`config.mk`:
```
export PLATFORM = sky130hd
export DESIGN_NAME = draw_frame_scheduler
export DESIGN_NICKNAME = d
export VERILOG_FILES = /design/src/rtl/draw_frame_scheduler_pkg.sv /design/src/rtl/draw_frame_scheduler_next_client_finder.sv /design/src/rtl/draw_frame_scheduler.sv
export SDC_FILE = /design/constraint.sdc
export NUM_CORES = 1
export LEC_CHECK = 0
export ABC_AREA = 1
export BUFFER_PORTS_ARGS = -buffer_cell sky130_fd_sc_hd__buf_2
export CAP_MARGIN = 40
export CORE_MARGIN = 8
export CORE_UTILIZATION = 48
export DETAILED_ROUTE_END_ITERATION = 7
export PLACE_DENSITY = 0.8
export SLEW_MARGIN = 20
export SYNTH_ARGS = -nofsm -noshare
export SYNTH_HDL_FRONTEND = slang
export SYNTH_SLANG_ARGS = --single-unit
```
`constraint.sdc`:
```
create_clock -name clk -period 2.8 [get_ports clk]
set_input_delay 0.56 -clock clk [delete_from_list [all_inputs] [get_ports clk]]
set_output_delay 0.56 -clock clk [all_outputs]
set_load 0.02 [all_outputs]
```
`src/rtl/draw_frame_scheduler_pkg.sv`:
```
// Shared types and constants for the per-tick draw scheduler.
// The optional frame-duration counter is enabled with the DRAW_PERF_EN macro
// (see draw_frame_scheduler.sv).
package draw_sched_pkg;

  typedef enum logic [2:0] {
    S_IDLE   = 3'd0,
    S_START  = 3'd1,
    S_WAIT   = 3'd2,
    S_NEXT   = 3'd3,
    S_FINISH = 3'd4
  } sched_state_t;

  localparam int DEFAULT_COORD_W = 11;
  localparam int PERF_W          = 24;

  // Client slots, drawn in ascending index order.
  localparam int CLIENT_CLEAR = 0;
  localparam int CLIENT_PIPE1 = 1;
  localparam int CLIENT_PIPE2 = 2;
  localparam int CLIENT_BIRD  = 3;

  // Increment that sticks at all-ones instead of wrapping.
  function automatic logic [7:0] sat_inc8(input logic [7:0] v);
    return (v == 8'hFF) ? v : v + 8'd1;
  endfunction

endpackage

```
`src/rtl/draw_frame_scheduler_next_client_finder.sv`:
```
// Picks the next enabled client: the lowest enabled index when first_i is
// set, otherwise the lowest enabled index strictly above cur_idx_i.
module next_client_finder #(
  parameter int NUM_CLIENTS = 4,
  parameter int IDX_W       = 2
) (
  input  logic [NUM_CLIENTS-1:0] client_en_i,
  input  logic [IDX_W-1:0]       cur_idx_i,
  input  logic                   first_i,
  output logic [IDX_W-1:0]       next_idx_o,
  output logic                   none_found_o
);

  // Scan downward so the lowest qualifying index is the last one written.
  always_comb begin
    next_idx_o   = '0;
    none_found_o = 1'b1;
    for (int i = NUM_CLIENTS - 1; i >= 0; i--) begin
      if (client_en_i[i] && (first_i || (i > int'(cur_idx_i)))) begin
        next_idx_o   = IDX_W'(i);
        none_found_o = 1'b0;
      end else begin
        next_idx_o   = next_idx_o;
        none_found_o = none_found_o;
      end
    end
  end

endmodule

```
`src/rtl/draw_frame_scheduler.sv`:
```
// Per-game-tick redraw sequencer: on each tick rise, starts every enabled
// client in index order, waits for its done (or a watchdog expiry) and
// forwards only the active client's pixel stream to the framebuffer port.
// Optional macro DRAW_PERF_EN adds a saturating frame-length counter that
// drives last_frame_cycles; without it that output is tied to zero.
module draw_frame_scheduler
  import draw_sched_pkg::*;
#(
  parameter int NUM_CLIENTS    = 4,
  parameter int COORD_W        = DEFAULT_COORD_W,
  parameter int TIMEOUT_CYCLES = 400000
) (
  input  logic                           clk,
  input  logic                           reset,
  input  logic                           tick,
  input  logic [NUM_CLIENTS-1:0]         client_en,
  output logic [NUM_CLIENTS-1:0]         client_start,
  input  logic [NUM_CLIENTS-1:0]         client_done,
  input  logic [NUM_CLIENTS*COORD_W-1:0] client_x,
  input  logic [NUM_CLIENTS*COORD_W-1:0] client_y,
  input  logic [NUM_CLIENTS-1:0]         client_color,
  input  logic [NUM_CLIENTS-1:0]         client_wr,
  output logic [COORD_W-1:0]             fb_x,
  output logic [COORD_W-1:0]             fb_y,
  output logic                           fb_color,
  output logic                           fb_write,
  output logic                           busy,
  output logic                           frame_done,
  output logic                           timeout_flag,
  output logic [7:0]                     dropped_ticks,
  output logic [PERF_W-1:0]              last_frame_cycles
);

  localparam int IDX_W = (NUM_CLIENTS > 1) ? $clog2(NUM_CLIENTS) : 1;
  localparam int WD_W  = (TIMEOUT_CYCLES > 1) ? $clog2(TIMEOUT_CYCLES) : 1;
  localparam logic [WD_W-1:0]        WD_LAST   = WD_W'(TIMEOUT_CYCLES - 1);
  localparam logic [NUM_CLIENTS-1:0] START_ONE = NUM_CLIENTS'(1);

  sched_state_t             state_q;
  logic [IDX_W-1:0]         idx_q;
  logic                     tick_q;
  logic [WD_W-1:0]          wd_q;
  logic [NUM_CLIENTS-1:0]   client_start_q;
  logic [COORD_W-1:0]       fb_x_q;
  logic [COORD_W-1:0]       fb_y_q;
  logic                     fb_color_q;
  logic                     fb_write_q;
  logic                     busy_q;
  logic                     frame_done_q;
  logic                     timeout_q;
  logic [7:0]               dropped_q;

  logic                     rise_s;
  logic [IDX_W-1:0]         next_idx_s;
  logic                     none_s;
  logic [COORD_W-1:0]       sel_x_s;
  logic [COORD_W-1:0]       sel_y_s;

  assign rise_s  = tick & ~tick_q;
  assign sel_x_s = client_x[int'(idx_q)*COORD_W +: COORD_W];
  assign sel_y_s = client_y[int'(idx_q)*COORD_W +: COORD_W];

  // IDLE searches from the bottom; NEXT searches above the current client.
  next_client_finder #(
    .NUM_CLIENTS (NUM_CLIENTS),
    .IDX_W       (IDX_W)
  ) u_finder (
    .client_en_i  (client_en),
    .cur_idx_i    (idx_q),
    .first_i      (state_q == S_IDLE),
    .next_idx_o   (next_idx_s),
    .none_found_o (none_s)
  );

  // Sequencer FSM with registered pixel mux, status and handshake outputs.
  always_ff @(posedge clk or posedge reset) begin
    if (reset) begin
      state_q        <= S_IDLE;
      idx_q          <= '0;
      tick_q         <= 1'b0;
      wd_q           <= '0;
      client_start_q <= '0;
      fb_x_q         <= '0;
      fb_y_q         <= '0;
      fb_color_q     <= 1'b0;
      fb_write_q     <= 1'b0;
      busy_q         <= 1'b0;
      frame_done_q   <= 1'b0;
      timeout_q      <= 1'b0;
      dropped_q      <= 8'd0;
    end else begin
      tick_q         <= tick;
      client_start_q <= '0;
      frame_done_q   <= 1'b0;

      // A rise outside IDLE (FINISH included) never restarts the frame.
      if (rise_s && (state_q != S_IDLE)) begin
        dropped_q <= sat_inc8(dropped_q);
      end

      // Only the client being waited on may reach the port, one cycle later.
      if (state_q == S_WAIT) begin
        fb_x_q     <= sel_x_s;
        fb_y_q     <= sel_y_s;
        fb_color_q <= client_color[idx_q];
        fb_write_q <= client_wr[idx_q];
      end else begin
        fb_write_q <= 1'b0;
      end

      case (state_q)
        S_IDLE: begin
          if (rise_s) begin
            busy_q <= 1'b1;
            if (none_s) begin
              state_q      <= S_FINISH;
              frame_done_q <= 1'b1;
            end else begin
              idx_q          <= next_idx_s;
              client_start_q <= START_ONE << next_idx_s;
              state_q        <= S_START;
            end
          end
        end
        S_START: begin
          wd_q    <= '0;
          state_q <= S_WAIT;
        end
        S_WAIT: begin
          if (client_done[idx_q]) begin
            state_q <= S_NEXT;
          end else if (wd_q == WD_LAST) begin
            timeout_q <= 1'b1;
            state_q   <= S_NEXT;
          end else begin
            wd_q <= wd_q + 1'b1;
          end
        end
        S_NEXT: begin
          if (none_s) begin
            state_q      <= S_FINISH;
            frame_done_q <= 1'b1;
          end else begin
            idx_q          <= next_idx_s;
            client_start_q <= START_ONE << next_idx_s;
            state_q        <= S_START;
          end
        end
        S_FINISH: begin
          busy_q  <= 1'b0;
          state_q <= S_IDLE;
        end
        default: begin
          busy_q  <= 1'b0;
          state_q <= S_IDLE;
        end
      endcase
    end
  end

  assign client_start  = client_start_q;
  assign fb_x          = fb_x_q;
  assign fb_y          = fb_y_q;
  assign fb_color      = fb_color_q;
  assign fb_write      = fb_write_q;
  assign busy          = busy_q;
  assign frame_done    = frame_done_q;
  assign timeout_flag  = timeout_q;
  assign dropped_ticks = dropped_q;

`ifdef DRAW_PERF_EN
  logic [PERF_W-1:0] perf_cnt_q;
  logic [PERF_W-1:0] last_cycles_q;

  // Count START/WAIT/NEXT cycles of the frame; publish the total in FINISH.
  always_ff @(posedge clk or posedge reset) begin
    if (reset) begin
      perf_cnt_q    <= '0;
      last_cycles_q <= '0;
    end else begin
      case (state_q)
        S_IDLE:   perf_cnt_q    <= '0;
        S_FINISH: last_cycles_q <= perf_cnt_q;
        default: begin
          if (perf_cnt_q != {PERF_W{1'b1}}) begin
            perf_cnt_q <= perf_cnt_q + 1'b1;
          end
        end
      endcase
    end
  end

  assign last_frame_cycles = last_cycles_q;
`else
  assign last_frame_cycles = '0;
`endif

endmodule

```
# Yosys cells after proc, flatten, opt, wreduce, memory -nomap -nowiden
# Index checks and enable logic that the tools add are counted.
# totals
reg_bits,64
latch_bits,0
mem_bits_rw,0
mem_bits_ro,0
inputBits,107
output_inout_bits,63
elab_cells,90
n_memories,0
# op_classes
add_sub_neg,2
mul,1
n_div,0
order_cmp,4
eq_ne,9
shift,3
n_mux,34
bitwise_logic,5
reduce_logical,19
# ops
operator,n
$shiftx 44x32->11,1
$shiftx 44x7->11,1
$mux 19,2
$pmux 19 s2,1
$add 19x1->19 const B,1
$eq 19x19->1 const B,1
$mux 2,6
$mux 3,4
$pmux 3 s4,1
$mux 1,11
$add 8x1->8 const B,1
$eq 8x8->1 const B,1
$mux 4,2
$pmux 4 s2,1
$reduce_and 2->1,4
$bmux 1 s2,3
$eq 3x2->1 const B,2
$mul 2x4->6 const B,1
$ne 2x2->1 const B,3
$reduce_and 3->1,2
$logic_and 1x1->1,5
$gt 2x2->1 const A,2
$not 1->1,4
$pmux 1 s2,2
12 further kinds,15

# Depth between registers and ports, before layout
# Gate-level depths: netlist of the first run.
# depth
ltp_word,11
mapped_depth,11
mapped_depth_nobuf,10

# Cells and area by module
# From an unflattened synthesis of the first run, not the netlist that was laid out.
# unflattened
hier_cells,580
area_unflattened_um2,4005.1
# modules_own_cells
module,instances,cells_per_inst,area_per_inst_um2,seq_area_each_um2
draw_frame_scheduler,1,565,3932.5,1601.5
next_client_finder,1,15,72.6,0.0

# Worst setup path before layout of the first run
# OpenSTA, ideal clock, no wires.
# synth_timing
kind,reg-to-reg
startpoint,register wd_q[0]
endpoint,register wd_q[10]
setup_ns,0.116
arrival_time_ns,1.488
required_ns,2.684
setup_slack_ns,1.196
path_stages_with_launch,10
n_path_buf,1
synth_period_minus_slack_ns,1.604
path_cell_list,dfrtp_1 ha_1 nand3_2 nor2_1 nand3_2 nand2_2 nand2_2 buf_6 nand2_1 nand2_1
# synth_via
elab_chain_cells,4
elab_cells_between_ends,7
cone_classes,add/sub (1); eq/ne (2); mux (3); reduce/logical (1)
# synth_lines
item,line_no,rtl
from (decl),draw_frame_scheduler.sv:42,logic [WD_W-1:0] wd_q;
from (signal assigned),draw_frame_scheduler.sv:136,wd_q <= wd_q + 1'b1;
$add 19x1->19,draw_frame_scheduler.sv:136,
$mux 19,draw_frame_scheduler.sv:132,end else if (wd_q == WD_LAST) begin
$mux 19,draw_frame_scheduler.sv:130,if (client_done[idx_q]) begin
$pmux 19 s2,draw_frame_scheduler.sv:111,case (state_q)
# Parallel ways exist; a longest one is shown, timed or not. The select of a mux whose other input is x is not followed.
# A chain may end at the register's enable or synchronous reset.

# Worst setup path after layout of the first run
# layout_timing
startpoint,register wd_q[0]
endpoint,register wd_q[16]
# The elaborated chain is that of the path after synthesis.

==> impl_metrics.tcl, run 1 <==
set metrics [dict create \
    drc 0 \
    endpoint_kind "register" \
    dpl.hpwl_um 9040 \
    syn_to_final_growth_pct 23.0 \
    critPathBufInv 0 \
    place_inst 795 \
    core_area_um2 8130 \
    cts_root_buffer "clkbuf_8" \
    reg2reg_to "wd_q[16]$_DFFE_PP0P_" \
    critPathMaxFanout 21 \
    firstDrtPassIters 5 \
    fin_tns_setup_ns 0 \
    grt_pass1_vias 4203 \
    async_flop_share_pct 100 \
    yosysMostFrequentCell "nand2_1" \
    synth_area_um2 3990 \
    antenna_found_initial 0 \
    fp-row-count 33 \
    path_cells "ha_1, nand3_2, nor2_1, nand3_2, a21oi_4, o21ai_0" \
    p_per_area_nw_per_um2 904 \
    overflow 0 \
    worst_pin_slew_ns 0.728 \
    die_x_um 107 \
    hold_viol_final 0 \
    r2r-start "wd_q[0]$_DFFE_PP0P_" \
    start_kind "register" \
    cap_violations 0 \
    finalCritPeriodShare_pct 71.8 \
    via_per_inst 5.07 \
    ir_drop_uv 513 \
    port_buffers 145 \
    maxSlewHeadroom_pct 51.4 \
    cts_tree "yes" \
    wire_per_inst_um 14.1 \
    postSynthAreaPerCell_um2 7.10 \
    start_util_pct 49.0 \
    die_area_um2 11500 \
    fill_cells 741 \
    gp_congestion 0.914 \
    yosysSeqAreaShare_pct 40.2 \
    crit_required_ns 3.00 \
    period_needed_ns 2.01 \
    r2r_cells 6 \
    synth-seq-cells 64 \
    path_class "register to register" \
    critical_path.top_delay_family "compound AO/OA/AOI/OAI gates" \
    instances_no_fill 811 \
    wl_um 11500 \
    rsz0062_at_grt "no" \
    status "complete, no violations" \
    r2r_setup_slack_ns 0.79 \
    synthCells 562 \
    critPathSlowestCell "a21oi_4" \
    drv_slew 0 \
    p_leak_uw 0.00248 \
    critical_path.most_common_cell "nand3_2" \
    hold_class "primary input to async pin" \
    cts_resized 0 \
    cts-hold-fix-buffers 0 \
    cp_slowest_stage_delay_ns 0.48 \
    htreeDepth 3 \
    ys_top_cells_by_area "dfrtp_1, nand2_1, nor2_1" \
    vias 4110 \
    diodes 0 \
    nets 810 \
    setup_viol 0 \
    synthTopCellsByCount "nand2_1, nor2_1, dfrtp_1" \
    synth-edff-count 0 \
    drt_iter0_markers 192 \
    ctsLongestPathBuffers 2 \
    ys.flop_type "dfrtp_1" \
    clock_skew_ns 0.00540 \
    path_clk_slew_ns 0.07 \
    grt_max_degree 38 \
    final_antenna_net_count 0 \
    yosysTopAreaCell "dfrtp_1" \
    grt_pass1_wl_um 19100 \
    cts_buffers 9 \
    track_usage_pct 20.2 \
    fmax_mhz 497 \
    synth_top_area_share_pct 40.2 \
    synth_warnings 0 \
    postCtsSetupRepairBufs 0 \
    cts_sinks 64 \
    clkLatencyLatePin_ns 0.34 \
    cp.arrival_ns 2.21 \
    io_pins 170 \
    drive_above_1_share_pct 25.5 \
    die_height_um 107 \
    synth.distinct_cells 30 \
]
-- final cells by class --
class / instances / area (µm²) / area share, %
multi-input combinational: 440 / 2060 / 41.9
clock buffer: 14 / 183 / 3.72
inverter: 36 / 135 / 2.75
tap: 105 / 131 / 2.68
clock inverter: 2 / 35.0 / 0.714
sequential: 64 / 1600 / 32.6
timing repair buffer: 150 / 763 / 15.6
-- how the worst max path moves through the flow --
| stage | startpoint | end | slack (ns) | cells after the start |
|---|---|---|---|---|
| after floorplan | reset | busy$_DFFE_PP0P_ | 0.64 | 1 |
| after CTS | wd_q[0]$_DFFE_PP0P_ | wd_q[16]$_DFFE_PP0P_ | 0.81 | 6 |
| after global routing | wd_q[0]$_DFFE_PP0P_ | wd_q[18]$_DFFE_PP0P_ | 0.54 | 7 |
| after detailed placement | wd_q[0]$_DFFE_PP0P_ | wd_q[16]$_DFFE_PP0P_ | 0.82 | 6 |
| after global placement | wd_q[0]$_DFFE_PP0P_ | wd_q[16]$_DFFE_PP0P_ | 0.92 | 6 |
| final | wd_q[0]$_DFFE_PP0P_ | wd_q[16]$_DFFE_PP0P_ | 0.79 | 6 |
-- flip-flops by register name, summed over array words and instances, names as in the netlist, 2 cells and up --
signal         cells
fb_x              11
state_q            3
client_start       4
fb_y              11
idx_q              2
dropped_ticks      8
wd_q              19
-- layout by cell type, fill, tap and decap left out --
cell type,instances
nor3_1,6
dfrtp_1,64
and2_1,2
buf_4,5
nand2_1,140
o311ai_0,1
o31ai_1,1
a21oi_4,1
buf_2,145
nand3_1,45
a21oi_1,25
nor2_1,106
inv_2,6
clkbuf_1,1
o21ai_1,5
xor2_1,15
conb_1,24
clkbuf_8,13
ha_1,2
nand3_2,3
inv_1,30
a22oi_1,1
o21ai_0,28
nor2_2,1
o21a_1,23
clkinv_2,1
bufinv_16,1
nor2_4,1
nand2_2,3
xnor2_1,3
nand4_1,4
-- cells by family after synthesis --
logic type | share of synthesized area [%]
and+or+nand+nor | 32.2
AOI/OAI and AO/OA | 12.6
buffers and inverters | 10.4
DFF | 40.2
xor gates and xnor gates | 3.95
adders and majority gates | 0.627
other | 0.0940
-- power by group --
part / switching (µW) / internal, µW / total, µW
Clock: 344 / 508 / 852
Combinational: 1480 / 724 / 2200
Sequential: 190 / 1200 / 1390
-- routing by layer --
| metal | track usage (%) | up-vias | share of wire [%] | wire [µm] |
|---|---|---|---|---|
| met3 | 5.64 | 18 | 7.7 | 880 |
| met1 | 23.5 | 1917 | 41 | 4680 |
| met5 | 0 | - | 0 | 0 |
| met2 | 34.9 | 148 | 50 | 5680 |
| li1 | - | 2027 | - | - |
| met4 | 7.14 | 0 | 2.0 | 225 |
-- stage by stage --
step / total power (µW) / worst slack [ns] / util [%] / cell area, µm² / hold WS, ns
after CTS: 4460 / 0.807 / 60.3 / 4910 / 0.247
after floorplan: 3000 / 0.642 / - / 4080 / 0.481
after global routing: 4770 / 0.543 / 60.3 / 4910 / 0.274
after detailed placement: 3610 / 0.823 / 57.7 / 4690 / 0.475
final: 4440 / 0.790 / 60.3 / 4910 / 0.238
after global placement: 3530 / 0.916 / 57.7 / 4690 / 0.470
No activity file was read; power rests on OpenSTA's default activity.
==> inputs of run 2 (changes only) <==
--- a/config.mk
+++ b/config.mk
@@ -9,9 +9,9 @@
 export BUFFER_PORTS_ARGS = -buffer_cell sky130_fd_sc_hd__buf_2
 export CAP_MARGIN = 40
 export CORE_MARGIN = 8
-export CORE_UTILIZATION = 48
+export CORE_UTILIZATION = 44
 export DETAILED_ROUTE_END_ITERATION = 7
-export PLACE_DENSITY = 0.8
+export PLACE_DENSITY = 0.78
 export SLEW_MARGIN = 20
 export SYNTH_ARGS = -nofsm -noshare
 export SYNTH_HDL_FRONTEND = slang
==> constraint.sdc (replaced) <==
create_clock -name clk -period 1.7 [get_ports clk]
set_input_delay 0.34 -clock clk [delete_from_list [all_inputs] [get_ports clk]]
set_output_delay 0.34 -clock clk [all_outputs]
set_load 0.02 [all_outputs]
==> run 2 against run 1 <==
Net effect:
- clock power up 69%
- critical path depth unchanged
- sequential power up 65%
- non-clock buffer count up 11
- sequential share of layout area down 0.95 points
- via count up 1.4%
- largest cell class unchanged
- highest routed layer unchanged
==> impl_metrics.tcl, run 2 (synthesis results as in run 1) <==
set metrics [dict create \
    top_register "wd_q" \
    fill_cells 828 \
    start_kind "register" \
    wire_per_inst_um 14.7 \
    path_cells "inv_2, nand2_1, clkinvlp_4, a21oi_1, nand3_1, o21a_1" \
    grt_pass1_wl_um 20000 \
    path_class "register to register" \
    r2r-start "idx_q[0]$_DFFE_PP0P_" \
    wl_um 12100 \
    crit_required_ns 1.93 \
    drive_above_1_share_pct 27.6 \
    hold_class "primary input to async pin" \
    final_common_cell "buf_2" \
    crit_start "idx_q[0]$_DFFE_PP0P_" \
    final_antenna_net_count 0 \
    grt_max_degree 65 \
    ff_latch_area_um2 1600 \
    drc 0 \
    die_area_um2 12400 \
    fp-row-count 34 \
    reg2reg_to "fb_y[10]$_DFFE_PP0P_" \
    status "complete, no violations" \
    vias 4168 \
    period_needed_ns 1.60 \
    syn_to_final_growth_pct 26.8 \
    overflow 0 \
    io_pins 170 \
    fmax_mhz 625 \
    cp-endpoint "fb_y[10]$_DFFE_PP0P_" \
    firstDrtPassIters 5 \
    cap_violations 0 \
    port_buffers 145 \
    via_per_inst 5.05 \
    cts_buffers 9 \
    grt_pass1_vias 4290 \
    ir_drop_uv 810 \
    critPathSlowestCell "dfrtp_1" \
    finalCritPeriodShare_pct 94.2 \
    cp.arrival_ns 1.83 \
    drt_iter0_markers 232 \
    diodes 0 \
    setup_viol 0 \
    clkLatencyLatePin_ns 0.34 \
    die_x_um 111 \
    hold_viol_final 0 \
    layout_common_cells "buf_2, nand2_1, nor2_1, dfrtp_1, nand3_1" \
    cts_tree "yes" \
    cts_sinks 64 \
    path_clk_slew_ns 0.07 \
    cp_slowest_stage_delay_ns 0.48 \
    ctsLongestPathBuffers 2 \
    clock_skew_ns 0.0113 \
    multi_input_area_um2 2080 \
    core_area_um2 8760 \
    track_usage_pct 19.1 \
    r2r_cells 6 \
    fin_util_pct 57.7 \
    p_leak_uw 0.00253 \
    r2r_setup_slack_ns 0.1 \
    gp_congestion 0.894 \
    endpoint_kind "register" \
    cts_root_buffer "clkbuf_8" \
    largest_register_ffs 19 \
    antenna_found_initial 0 \
    nets 822 \
    start_util_pct 45.5 \
    critPathMaxFanout 12 \
    p_per_area_nw_per_um2 1520 \
    fin_tns_setup_ns 0 \
    die_height_um 111 \
    htreeDepth 3 \
    dpl.hpwl_um 9400 \
    drv_slew 0 \
    rsz0062_at_grt "yes" \
]
run 2: cell types whose count changed in the layout (fill, tap and decap cells not counted), sizes merged:
| cell | previous run | this run |
|---|---|---|
| inv | 36 | 34 |
| clkinvlp | 0 | 5 |
| buf | 150 | 161 |
| clkbuf | 14 | 11 |
| bufinv | 1 | 2 |
run 2: area by class of cell:
cell class	count	share of cell area [%]
multi-input combinational	440	41.0
sequential	64	31.7
timing repair buffer	161	17.2
inverter	36	2.87
clock buffer	11	2.79
tap	108	2.67
clock inverter	5	1.58
timing repair inverter	1	0.148
run 2: worst max-delay path: cells and delay by family, from the launching register on:
| family | cells | cell delay (ns) |
|---|---|---|
| AO/OA/AOI/OAI | 2 | 0.33 |
| buffers and inverters | 2 | 0.40 |
| flip-flops | 1 | 0.48 |
| AND/OR/NAND/NOR | 2 | 0.27 |
run 2: power by group:
group	internal, µW	leakage [µW]	switching (µW)	total, µW
Sequential	1970	0.000800	325	2300
Clock	863	0.000106	575	1440
Combinational	1390	0.00162	2560	3950
Total	4220	0.00253	3460	7690
run 2: metrics by stage:
step	hold slack (ns)	std cells	total power (µW)	setup WS [ns]	instance area, µm²
floorplan	0.371	585	4950	0.0960	4080
global placement	0.453	806	6000	0.129	4780
detailed placement	0.458	806	6150	0.0353	4780
CTS	0.0908	822	7600	0.0179	5000
global route	0.101	826	8270	-0.0222	5060
finish	0.0782	826	7690	0.0992	5060
run 2: per-layer routing:
metal  vias up  routed length [µm]  global-route usage, %
li1       2054                   -                      -
met5         -                   0                      0
met4         0                 236                   5.78
met1      1946                4730                   21.0
met3        20                 939                   6.11
met2       148                6200                   33.9
run 2: what timing repair did:
action | 4_1_cts | 5_1_grt
buffers inserted | 0 | 3
hold endpoints to repair | 0 | 0
hold buffers | 0 | 0
resized for setup | 0 | 10
setup endpoints to repair | 0 | 50
run 2: worst min path at each step:
stage	to	slack [ns]	depth (start not counted)
2_1_floorplan	tick_q$_DFF_PP0_	0.37	0
3_3_place_gp	fb_x[5]$_DFFE_PP0P_	0.45	3
3_5_place_dp	fb_x[5]$_DFFE_PP0P_	0.46	3
4_1_cts	fb_x[5]$_DFFE_PP0P_	0.09	3
5_1_grt	wd_q[5]$_DFFE_PP0P_	0.10	3
6_report	fb_x[5]$_DFFE_PP0P_	0.08	3
==> inputs of run 3 (changes only) <==
--- a/config.mk
+++ b/config.mk
@@ -12,7 +12,6 @@
 export CORE_UTILIZATION = 44
 export DETAILED_ROUTE_END_ITERATION = 7
 export PLACE_DENSITY = 0.78
-export SLEW_MARGIN = 20
 export SYNTH_ARGS = -nofsm -noshare
 export SYNTH_HDL_FRONTEND = slang
 export SYNTH_SLANG_ARGS = --single-unit
==> constraint.sdc (replaced) <==
create_clock -name clk -period 1.7 [get_ports clk]
set_input_delay 0 -clock clk [delete_from_list [all_inputs] [get_ports clk]]
set_output_delay 0 -clock clk [all_outputs]
set_load 0.02 [all_outputs]
==> run 3 against run 2 <==
Net effect:
- clock power down 9.7%
- critical path depth up 2
- core utilization up 3.3 points
- flip-flop and latch count unchanged
- final cell count up 3.8%
- first-iteration DRC count up 4.3%
==> impl_metrics.tcl, run 3 (synthesis results as in run 1) <==
set metrics [dict create \
    antenna_found_initial 0 \
    diodes 0 \
    via_per_inst 5.12 \
    clkLatencyLatePin_ns 0.33 \
    ir_drop_uv 753 \
    endpoint_kind "register" \
    cp.arrival_ns 1.78 \
    wl_um 12800 \
    drc 0 \
    r2r-start "dropped_ticks[0]$_DFFE_PP0P_" \
    ff_latch_area_um2 1600 \
    period_needed_ns 1.57 \
    drt_iter0_markers 242 \
    r2r_cells 8 \
    die_height_um 111 \
    hold_slack_ns 0.0159 \
    crit_start "dropped_ticks[0]$_DFFE_PP0P_" \
    start_util_pct 45.5 \
    final_common_cell "buf_2" \
    fill_cells 777 \
    instances_no_fill 857 \
    core_area_um2 8760 \
    multi_input_area_um2 2070 \
    die_area_um2 12400 \
    cap_violations 0 \
    layout_common_cells "buf_2, nand2_1, nor2_1, dfrtp_1, nand3_1" \
    hold_viol_final 0 \
    die_x_um 111 \
    gp_congestion 0.885 \
    holdPathStages 4 \
    largest_register_ffs 19 \
    port_buffers 145 \
    start_kind "register" \
    postCtsSetupRepairBufs 0 \
    critPathMaxFanout 8 \
    hold_class "primary input to register" \
    cts_tree "yes" \
    drv_slew 0 \
    top_register "wd_q" \
    vias 4390 \
    fp-row-count 34 \
    overflow 0 \
    wire_per_inst_um 15.0 \
    syn_to_final_growth_pct 34.0 \
    reg2reg_to "dropped_ticks[1]$_DFFE_PP0P_" \
    p_leak_uw 0.00267 \
    rsz0062_at_grt "no" \
    htreeDepth 3 \
    cp-endpoint "dropped_ticks[1]$_DFFE_PP0P_" \
    firstDrtPassIters 5 \
    cts_root_buffer "clkbuf_8" \
    io_pins 170 \
    track_usage_pct 20.3 \
    grt_pass1_wl_um 21300 \
    r2r_setup_slack_ns 0.13 \
    cts_buffers 9 \
    final_antenna_net_count 0 \
    cts_sinks 64 \
    finalCritPeriodShare_pct 92.2 \
    grt_pass1_vias 4585 \
    crit_required_ns 1.91 \
    clock_skew_ns 0.0105 \
    setup_viol 0 \
    fmax_mhz 638 \
    fin_tns_setup_ns 0 \
    p_per_area_nw_per_um2 1430 \
    ctsLongestPathBuffers 2 \
    path_class "register to register" \
    grt_max_degree 38 \
    place_inst 812 \
    dpl.hpwl_um 9430 \
    drive_above_1_share_pct 26.2 \
    status "complete, no violations" \
    path_clk_slew_ns 0.07 \
    nets 855 \
]
==> run 3: critical path, cell delays in order (launching register included) <==
cell and delay (ns):
dfrtp_1 0.45, ha_1 0.18, inv_1 0.07, nor3_2 0.22, nand3_1 0.11, nand2_2 0.16, inv_1 0.12, nand2_1 0.08
o21ai_0 0.07
==> run 3: final cells by class <==
class	count	area share (%)
Clock buffer	11	2.83
Clock inverter	3	0.796
Inverter	36	2.57
Multi-Input combinational cell	440	38.8
Sequential cell	64	30.0
Tap cell	108	2.53
Timing Repair Buffer	195	22.5
==> run 3: stage by stage <==
step           cell area [µm²]  setup slack, ns  power [µW]  utilization [%]
4_1_cts                   5330           0.0633        7570             60.8
3_5_place_dp              4820           0.0851        6210             55.0
5_1_grt                   5350           0.0102        8170             61.0
3_3_place_gp              4820            0.158        6100             55.0
2_1_floorplan             4080           0.0960        4940                -
6_report                  5350            0.133        7620             61.0
==> run 3: layer usage <==
layer  vias up  wire [µm]  part of all wire, %  track usage [%]
met4         0        265                  2.1             6.84
li1       2113          -                    -                -
met5         -          0                    0                0
met1      2046       4870                   38             21.9
met2       202       6680                   52             36.6
met3        29       1020                  7.9             6.06
==> run 3: timing repair <==
item | 4_1_cts | 5_1_grt
hold endpoints to repair | 82 | 0
hold buffers | 31 | 0
setup endpoints to repair | 0 | 22
gates resized for setup | 0 | 6
==> run 3: worst min path at each step <==
stage	from	end	slack, ns
after floorplan	tick	tick_q$_DFF_PP0_	0.03
after global placement	reset	dropped_ticks[3]$_DFFE_PP0P_	-0.15
after detailed placement	reset	dropped_ticks[3]$_DFFE_PP0P_	-0.15
after CTS	client_y[10]	fb_y[10]$_DFFE_PP0P_	0.0007
after global routing	client_y[29]	fb_y[7]$_DFFE_PP0P_	0.009
final	client_x[33]	fb_x[0]$_DFFE_PP0P_	0.02
==> run 3: power breakdown <==
| part | switching (µW) | internal, µW | total, µW |
|---|---|---|---|
| clock network | 558 | 739 | 1300 |
| logic | 2540 | 1460 | 4000 |
| registers | 350 | 1970 | 2320 |
